**src/rtl/mdu_pkg.sv**
```systemverilog
// Shared constants for the multiply/divide unit: function codes, FSM states,
// operand widths and the per-operation control flags latched at issue.
package mdu_pkg;

  localparam int unsigned XLEN  = 32;
  localparam int unsigned DLEN  = 2 * XLEN;
  localparam int unsigned CNT_W = 5;

  localparam logic [CNT_W-1:0] LAST_ITER = CNT_W'(XLEN - 1);

  // MDU function codes, alongside the ALU function codes
  typedef enum logic [2:0] {
    mduNone  = 3'd0,
    mduMult  = 3'd1,
    mduMultu = 3'd2,
    mduDiv   = 3'd3,
    mduDivu  = 3'd4,
    mduMthi  = 3'd5,
    mduMtlo  = 3'd6
  } mdu_func_e;

  typedef enum logic {
    IDLE = 1'b0,
    RUN  = 1'b1
  } mdu_state_e;

  // Flags captured at issue that steer iteration and the final sign fixup
  typedef struct packed {
    logic is_div;
    logic neg_q;
    logic neg_r;
    logic div0;
  } mdu_op_t;

endpackage

```
**src/rtl/mdu.sv**
```systemverilog
// Iterative 32-cycle multiply/divide unit holding the architectural HI/LO
// registers; MTHI/MTLO complete in a single cycle.
module mdu
  import mdu_pkg::*;
(
  input  logic        clk,
  input  logic        rst_n,
  input  logic        start,
  input  logic [2:0]  ctrl_mdu_func,
  input  logic [31:0] A,
  input  logic [31:0] B,
  output logic        busy,
  output logic        done,
  output logic [31:0] hi,
  output logic [31:0] lo
);

  mdu_state_e      state_q, state_d;
  logic [CNT_W-1:0] cnt_q, cnt_d;
  logic [DLEN-1:0] acc_q, acc_d;
  logic [XLEN-1:0] ma_q, ma_d;
  logic [XLEN-1:0] mb_q, mb_d;
  mdu_op_t         op_q, op_d;
  logic [XLEN-1:0] hi_d, lo_d;
  logic            busy_d, done_d;

  mdu_func_e       func;
  logic            is_iter_c;
  logic            is_signed_c;
  logic            a_neg_c, b_neg_c;
  logic [XLEN-1:0] a_mag_c, b_mag_c;

  assign func        = mdu_func_e'(ctrl_mdu_func);
  assign is_iter_c   = start && (func inside {mduMult, mduMultu, mduDiv, mduDivu});
  assign is_signed_c = (func == mduMult) || (func == mduDiv);
  assign a_neg_c     = is_signed_c && A[XLEN-1];
  assign b_neg_c     = is_signed_c && B[XLEN-1];
  // 0x80000000 negates to itself, which is the correct unsigned magnitude
  assign a_mag_c     = a_neg_c ? (~A + 32'd1) : A;
  assign b_mag_c     = b_neg_c ? (~B + 32'd1) : B;

  // One shift-add multiply step: product bits enter from the top of acc
  logic [XLEN:0]   add_sum;
  assign add_sum = {1'b0, acc_q[DLEN-1:XLEN]} + (mb_q[0] ? {1'b0, ma_q} : 33'd0);

  // One restoring divide step on a 33-bit partial remainder
  logic [XLEN:0]   shifted;
  logic            q_bit;
  logic [XLEN-1:0] rem_next;
  assign shifted  = {acc_q[DLEN-1:XLEN], ma_q[XLEN-1]};
  assign q_bit    = (shifted >= {1'b0, mb_q});
  assign rem_next = q_bit ? 32'(shifted - {1'b0, mb_q}) : shifted[XLEN-1:0];

  logic [DLEN-1:0] acc_step;
  assign acc_step = op_q.is_div ? {rem_next, acc_q[XLEN-2:0], q_bit}
                                : {add_sum, acc_q[XLEN-1:1]};

  // Sign fixup applied to the final iteration's result
  logic [DLEN-1:0] prod_fix;
  logic [XLEN-1:0] quo_fix, rem_fix;
  assign prod_fix = op_q.neg_q ? (~acc_step + 64'd1) : acc_step;
  assign quo_fix  = op_q.div0 ? 32'hFFFF_FFFF
                  : (op_q.neg_q ? (~acc_step[XLEN-1:0] + 32'd1) : acc_step[XLEN-1:0]);
  assign rem_fix  = op_q.neg_r ? (~acc_step[DLEN-1:XLEN] + 32'd1) : acc_step[DLEN-1:XLEN];

  // State register
  always_ff @(posedge clk or negedge rst_n) begin
    if (!rst_n) state_q <= IDLE;
    else        state_q <= state_d;
  end

  // Next-state logic
  always_comb begin
    state_d = state_q;
    case (state_q)
      IDLE:    if (is_iter_c) state_d = RUN;
      RUN:     if (cnt_q == LAST_ITER) state_d = IDLE;
      default: state_d = IDLE;
    endcase
  end

  // Datapath and output next values
  always_comb begin
    cnt_d  = cnt_q;
    acc_d  = acc_q;
    ma_d   = ma_q;
    mb_d   = mb_q;
    op_d   = op_q;
    hi_d   = hi;
    lo_d   = lo;
    done_d = 1'b0;
    busy_d = (state_d == RUN);
    case (state_q)
      IDLE: begin
        if (start) begin
          case (func)
            mduMult, mduMultu, mduDiv, mduDivu: begin
              cnt_d       = '0;
              acc_d       = '0;
              ma_d        = a_mag_c;
              mb_d        = b_mag_c;
              op_d.is_div = (func == mduDiv) || (func == mduDivu);
              op_d.neg_q  = a_neg_c ^ b_neg_c;
              op_d.neg_r  = a_neg_c;
              op_d.div0   = (B == 32'd0);
            end
            mduMthi: hi_d = A;
            mduMtlo: lo_d = A;
            default: ;
          endcase
        end
      end
      RUN: begin
        cnt_d = cnt_q + 5'd1;
        acc_d = acc_step;
        if (op_q.is_div) ma_d = {ma_q[XLEN-2:0], 1'b0};
        else             mb_d = {1'b0, mb_q[XLEN-1:1]};
        if (cnt_q == LAST_ITER) begin
          done_d = 1'b1;
          if (op_q.is_div) begin
            hi_d = rem_fix;
            lo_d = quo_fix;
          end else begin
            hi_d = prod_fix[DLEN-1:XLEN];
            lo_d = prod_fix[XLEN-1:0];
          end
        end
      end
      default: ;
    endcase
  end

  // Datapath and output registers
  always_ff @(posedge clk or negedge rst_n) begin
    if (!rst_n) begin
      cnt_q <= '0;
      acc_q <= '0;
      ma_q  <= '0;
      mb_q  <= '0;
      op_q  <= '0;
      hi    <= '0;
      lo    <= '0;
      busy  <= 1'b0;
      done  <= 1'b0;
    end else begin
      cnt_q <= cnt_d;
      acc_q <= acc_d;
      ma_q  <= ma_d;
      mb_q  <= mb_d;
      op_q  <= op_d;
      hi    <= hi_d;
      lo    <= lo_d;
      busy  <= busy_d;
      done  <= done_d;
    end
  end

endmodule

```
**config.mk**
```make
export PLATFORM = sky130hd
export DESIGN_NAME = mdu
export DESIGN_NICKNAME = d
export VERILOG_FILES = /design/src/rtl/mdu_pkg.sv /design/src/rtl/mdu.sv
export SDC_FILE = /design/constraint.sdc
export NUM_CORES = 1
export LEC_CHECK = 0
export ABC_AREA = 1
export BUFFER_PORTS_ARGS = -buffer_cell sky130_fd_sc_hd__buf_2
export CAP_MARGIN = 20
export CELL_PAD_IN_SITES_DETAIL_PLACEMENT = 0
export CELL_PAD_IN_SITES_GLOBAL_PLACEMENT = 1
export CORE_MARGIN = 5
export CORE_UTILIZATION = 35
export CTS_CLUSTER_SIZE = 14
export DETAILED_ROUTE_END_ITERATION = 16
export PLACE_DENSITY = 0.78
export REMOVE_ABC_BUFFERS = 1
export SYNTH_ARGS = -nofsm -noshare
export SYNTH_HDL_FRONTEND = slang
export SYNTH_SLANG_ARGS = --single-unit
```
**constraint.sdc**
```tcl
create_clock -name clk -period 7.33 [get_ports clk]
set_clock_uncertainty 0.15 [all_clocks]
set_input_delay 1.466 -clock clk [delete_from_list [all_inputs] [get_ports clk]]
set_output_delay 1.466 -clock clk [all_outputs]
set_load 0.02 [all_outputs]
```
==> flow_results.xml <==
<?xml version="1.0" encoding="UTF-8"?>
<metrics>
  <group name="placed_design">
    <metric name="dp_worst_setup_slack" unit="ps">2040</metric>
    <metric name="gp_congestion" unit="">0.967</metric>
    <metric name="detailed_place_hpwl" unit="mm">58.0</metric>
    <metric name="numPortBuffers" unit="">135</metric>
  </group>
  <group name="cts">
    <metric name="clock_latency" unit="ps">610</metric>
    <metric name="post_cts_hold_buffers" unit="">0</metric>
    <metric name="ctsRootBufferMaster" unit="">sky130_fd_sc_hd__clkbuf_16</metric>
    <metric name="clock_sink_count" unit="">203</metric>
    <metric name="cts_buffers" unit="">28</metric>
    <metric name="cts_repair_resize_count" unit="">0</metric>
    <metric name="postCtsSetupBuffers" unit="">0</metric>
    <metric name="htree_num_levels" unit="">1</metric>
    <metric name="cts_tree" unit="">done</metric>
    <metric name="clk_path_buf_depth" unit="">3</metric>
    <metric name="clk_pin_slew_worst_paths" unit="ps">60</metric>
  </group>
  <group name="timing">
    <metric name="finalSetupTns" unit="ps">0</metric>
    <metric name="min_period_over_period" unit="%">68.7</metric>
    <metric name="count_of_pins_over_their_slew_limit" unit="">0</metric>
    <metric name="rsz0062_at_grt" unit="">false</metric>
    <metric name="post-route-min-period" unit="ps">5040</metric>
    <metric name="setup_viol" unit="">0</metric>
    <metric name="fmax" unit="MHz">199</metric>
    <metric name="timing_worst_slew_pin_value" unit="ps">864</metric>
    <metric name="finalWorstSetupSlack" unit="ps">2290</metric>
    <metric name="hold_viol_final" unit="">0</metric>
    <metric name="worst_slew_margin_rel" unit="%">41.8</metric>
    <metric name="timing.hold.ws" unit="ps">343</metric>
  </group>
  <group name="drt">
    <metric name="postRouteWirelength" unit="mm">73.6</metric>
    <metric name="dr.first_iter.drc_count" unit="">1562</metric>
    <metric name="vias" unit="">19866</metric>
    <metric name="drc" unit="">0</metric>
    <metric name="drtAntennaViolNets" unit="">0</metric>
    <metric name="via_per_inst" unit="">5.23</metric>
    <metric name="wl_per_cell" unit="um">19.4</metric>
    <metric name="drt_pre_antenna_iters" unit="">5</metric>
  </group>
  <group name="worst_setup_path">
    <metric name="crit_path_start_kind" unit="">flip-flop</metric>
    <metric name="r2r_end" unit="">hi[28]$_DFFE_PN0P_</metric>
    <metric name="timing.reg2reg.setup_slack" unit="ps">2290</metric>
    <metric name="slowest_stage_delay_on_critical_path" unit="ps">460</metric>
    <metric name="critical-path-slowest-cell" unit="">sky130_fd_sc_hd__dfrtp_1</metric>
    <metric name="critPathMostFrequentCell" unit="">sky130_fd_sc_hd__nand2_1</metric>
    <metric name="worst_ep_arrival_time" unit="ps">5420</metric>
    <metric name="reg2regPathDepth" unit="">30</metric>
    <metric name="path_max_fanout" unit="">33</metric>
    <metric name="path_class" unit="">reg -&gt; reg</metric>
    <metric name="timing.critical_path.required" unit="ps">7720</metric>
    <metric name="cp-end-kind" unit="">flip-flop</metric>
    <metric name="r2r-start" unit="">acc_q[38]$_DFFE_PN0P_</metric>
  </group>
  <group name="finish">
    <metric name="drive_above_1_share" unit="%">10.9</metric>
    <metric name="layout.nets" unit="">3228</metric>
    <metric name="finish.utilization" unit="%">39.6</metric>
    <metric name="area_delta_synth_final" unit="%">11.8</metric>
  </group>
  <group name="logic_synthesis">
    <metric name="synth_ff_type" unit="">sky130_fd_sc_hd__dfrtp_1</metric>
    <metric name="post_synth_arst_share" unit="%">100</metric>
    <metric name="synth_area_leaders" unit="">sky130_fd_sc_hd__dfrtp_1, sky130_fd_sc_hd__nand2_1, sky130_fd_sc_hd__inv_1</metric>
    <metric name="synthesis.area" unit="um^2">18700</metric>
    <metric name="yosysSeqAreaShare" unit="%">27.2</metric>
    <metric name="post-synth-top-count-cell" unit="">sky130_fd_sc_hd__nand2_1</metric>
    <metric name="synth_top_cell_by_area" unit="">sky130_fd_sc_hd__dfrtp_1</metric>
    <metric name="yosys_reg_bits" unit="">203</metric>
    <metric name="synthDistinctLibCells" unit="">57</metric>
    <metric name="area_share_of_the_leading_cell_type_in_the_synthesized_netlist" unit="%">27.2</metric>
    <metric name="synth_cells" unit="">3008</metric>
    <metric name="synthTopCellsByCount" unit="">sky130_fd_sc_hd__nand2_1, sky130_fd_sc_hd__inv_1, sky130_fd_sc_hd__nor2_1</metric>
    <metric name="synth_enable_flop_cells" unit="">0</metric>
    <metric name="yosysWarnings" unit="">0</metric>
    <metric name="postSynthAreaPerCell" unit="um^2">6.21</metric>
  </group>
  <group name="grt">
    <metric name="grt_pass1_vias" unit="">19260</metric>
    <metric name="grt_max_degree" unit="">147</metric>
    <metric name="antenna_found_initial" unit="">0</metric>
    <metric name="globalRoute.totalOverflow" unit="">0</metric>
    <metric name="grt_util_all_layers" unit="%">24.8</metric>
    <metric name="grt_pass1_wl" unit="mm">113</metric>
  </group>
  <group name="floorplan">
    <metric name="io_pins" unit="">136</metric>
    <metric name="initial_utilization" unit="%">35.4</metric>
    <metric name="core.rowCount" unit="">84</metric>
    <metric name="coreArea" unit="um^2">52800</metric>
    <metric name="dieWidth" unit="um">241</metric>
    <metric name="fp.dieH" unit="um">241</metric>
    <metric name="die_area" unit="um^2">58100</metric>
  </group>
  <group name="hold_path">
    <metric name="holdCritPathClass" unit="">reg -&gt; reg</metric>
    <metric name="timing.hold.worst_endpoint" unit="">lo[15]$_DFFE_PN0P_</metric>
    <metric name="hold-path-cell-count" unit="">2</metric>
    <metric name="timing.hold.worst.start" unit="">lo[15]$_DFFE_PN0P_</metric>
  </group>
  <group name="outcome">
    <metric name="run_status" unit="">complete, no violations</metric>
  </group>
  <group name="flow_run">
    <metric name="cap_viol_max_count" unit="">0</metric>
  </group>
</metrics>
[cells in the final DEF (no fill, tap or decap), types with 23 or more instances in the layout]
| cell | netlist | routed |
|---|---|---|
| sky130_fd_sc_hd__nand2_1 | 797 | 797 |
| sky130_fd_sc_hd__inv_1 | 417 | 416 |
| sky130_fd_sc_hd__nor2_1 | 368 | 366 |
| sky130_fd_sc_hd__o21ai_0 | 217 | 217 |
| sky130_fd_sc_hd__dfrtp_1 | 203 | 201 |
| sky130_fd_sc_hd__nand3_1 | 194 | 194 |
| sky130_fd_sc_hd__buf_2 | 15 | 134 |
| sky130_fd_sc_hd__a21oi_1 | 112 | 112 |
| sky130_fd_sc_hd__ha_1 | 71 | 71 |
| sky130_fd_sc_hd__nor3_1 | 59 | 59 |
| sky130_fd_sc_hd__xor2_1 | 49 | 49 |
| sky130_fd_sc_hd__o22ai_1 | 45 | 45 |
| sky130_fd_sc_hd__nand4_1 | 43 | 43 |
| sky130_fd_sc_hd__o21ai_1 | 33 | 33 |
| sky130_fd_sc_hd__o211ai_1 | 31 | 31 |
| sky130_fd_sc_hd__clkbuf_16 | 0 | 28 |
| sky130_fd_sc_hd__nand2_2 | 23 | 23 |
| sky130_fd_sc_hd__inv_2 | 23 | 23 |
[layout make-up]
cell class	count	area, um^2
fill	5923	31900
multi-input combinational	2249	11400
sequential	203	5090
inverter	446	1680
timing repair buffer	157	883
tap	688	861
clock buffer	38	798
clock inverter	14	151
antenna	1	2.50
[stage by stage]
step / area (um^2) / instances
4_1_cts: 20900 / 3794
6_report: 20900 / 3796
3_3_place_gp: 19900 / 3742
5_1_grt: 20900 / 3795
2_1_floorplan: 18200 / 2898
3_5_place_dp: 19900 / 3742
[layer usage]
layer	track usage (%)	share of wire, %	vias up
met5	0	0	-
met2	42.0	47	589
met1	33.5	44	9238
met3	2.33	5.1	120
li1	-	-	9919
met4	8.10	4.0	0
[worst max-delay path by stage]
stage / from / slack, ps / cells past startpoint / endpoint
6_report: acc_q[38]$_DFFE_PN0P_ / 2290 / 30 / hi[28]$_DFFE_PN0P_
5_1_grt: acc_q[39]$_DFFE_PN0P_ / 1740 / 30 / hi[28]$_DFFE_PN0P_
4_1_cts: mb_q[0]$_DFFE_PN0P_ / 2350 / 28 / hi[28]$_DFFE_PN0P_
3_5_place_dp: A[1] / 2040 / 12 / ma_q[31]$_DFFE_PN0P_
3_3_place_gp: A[1] / 1990 / 12 / ma_q[31]$_DFFE_PN0P_
2_1_floorplan: busy$_DFF_PN0_ / -900 / 7 / mb_q[10]$_DFFE_PN0P_
[critical path, delay by kind of cell (launching register included)]
kind | cells | cell delay (ps)
compound gates | 2 | 410
fa+ha+maj | 2 | 620
buf+inv | 2 | 100
flops | 1 | 460
simple gates | 24 | 3250
[cells by family after synthesis]
kind of cell / after synthesis / share of synthesized area [%]
simple gates: 1576 / 36.5
buf+inv: 556 / 11.7
compound gates: 529 / 16.3
flops: 203 / 27.2
fa+ha+maj: 73 / 4.97
xor+xnor: 71 / 3.33
[registers in the layout, indices dropped and copies added (netlist names)]
register / count
mb_q: 32
busy: 1
cnt_q: 5
ma_q: 32
op_q: 4
done: 1
acc_q: 64
hi: 32
lo: 32
Power is not shown: default switching activity piles up to over one toggle a cycle in this logic, so the estimate is an artifact.
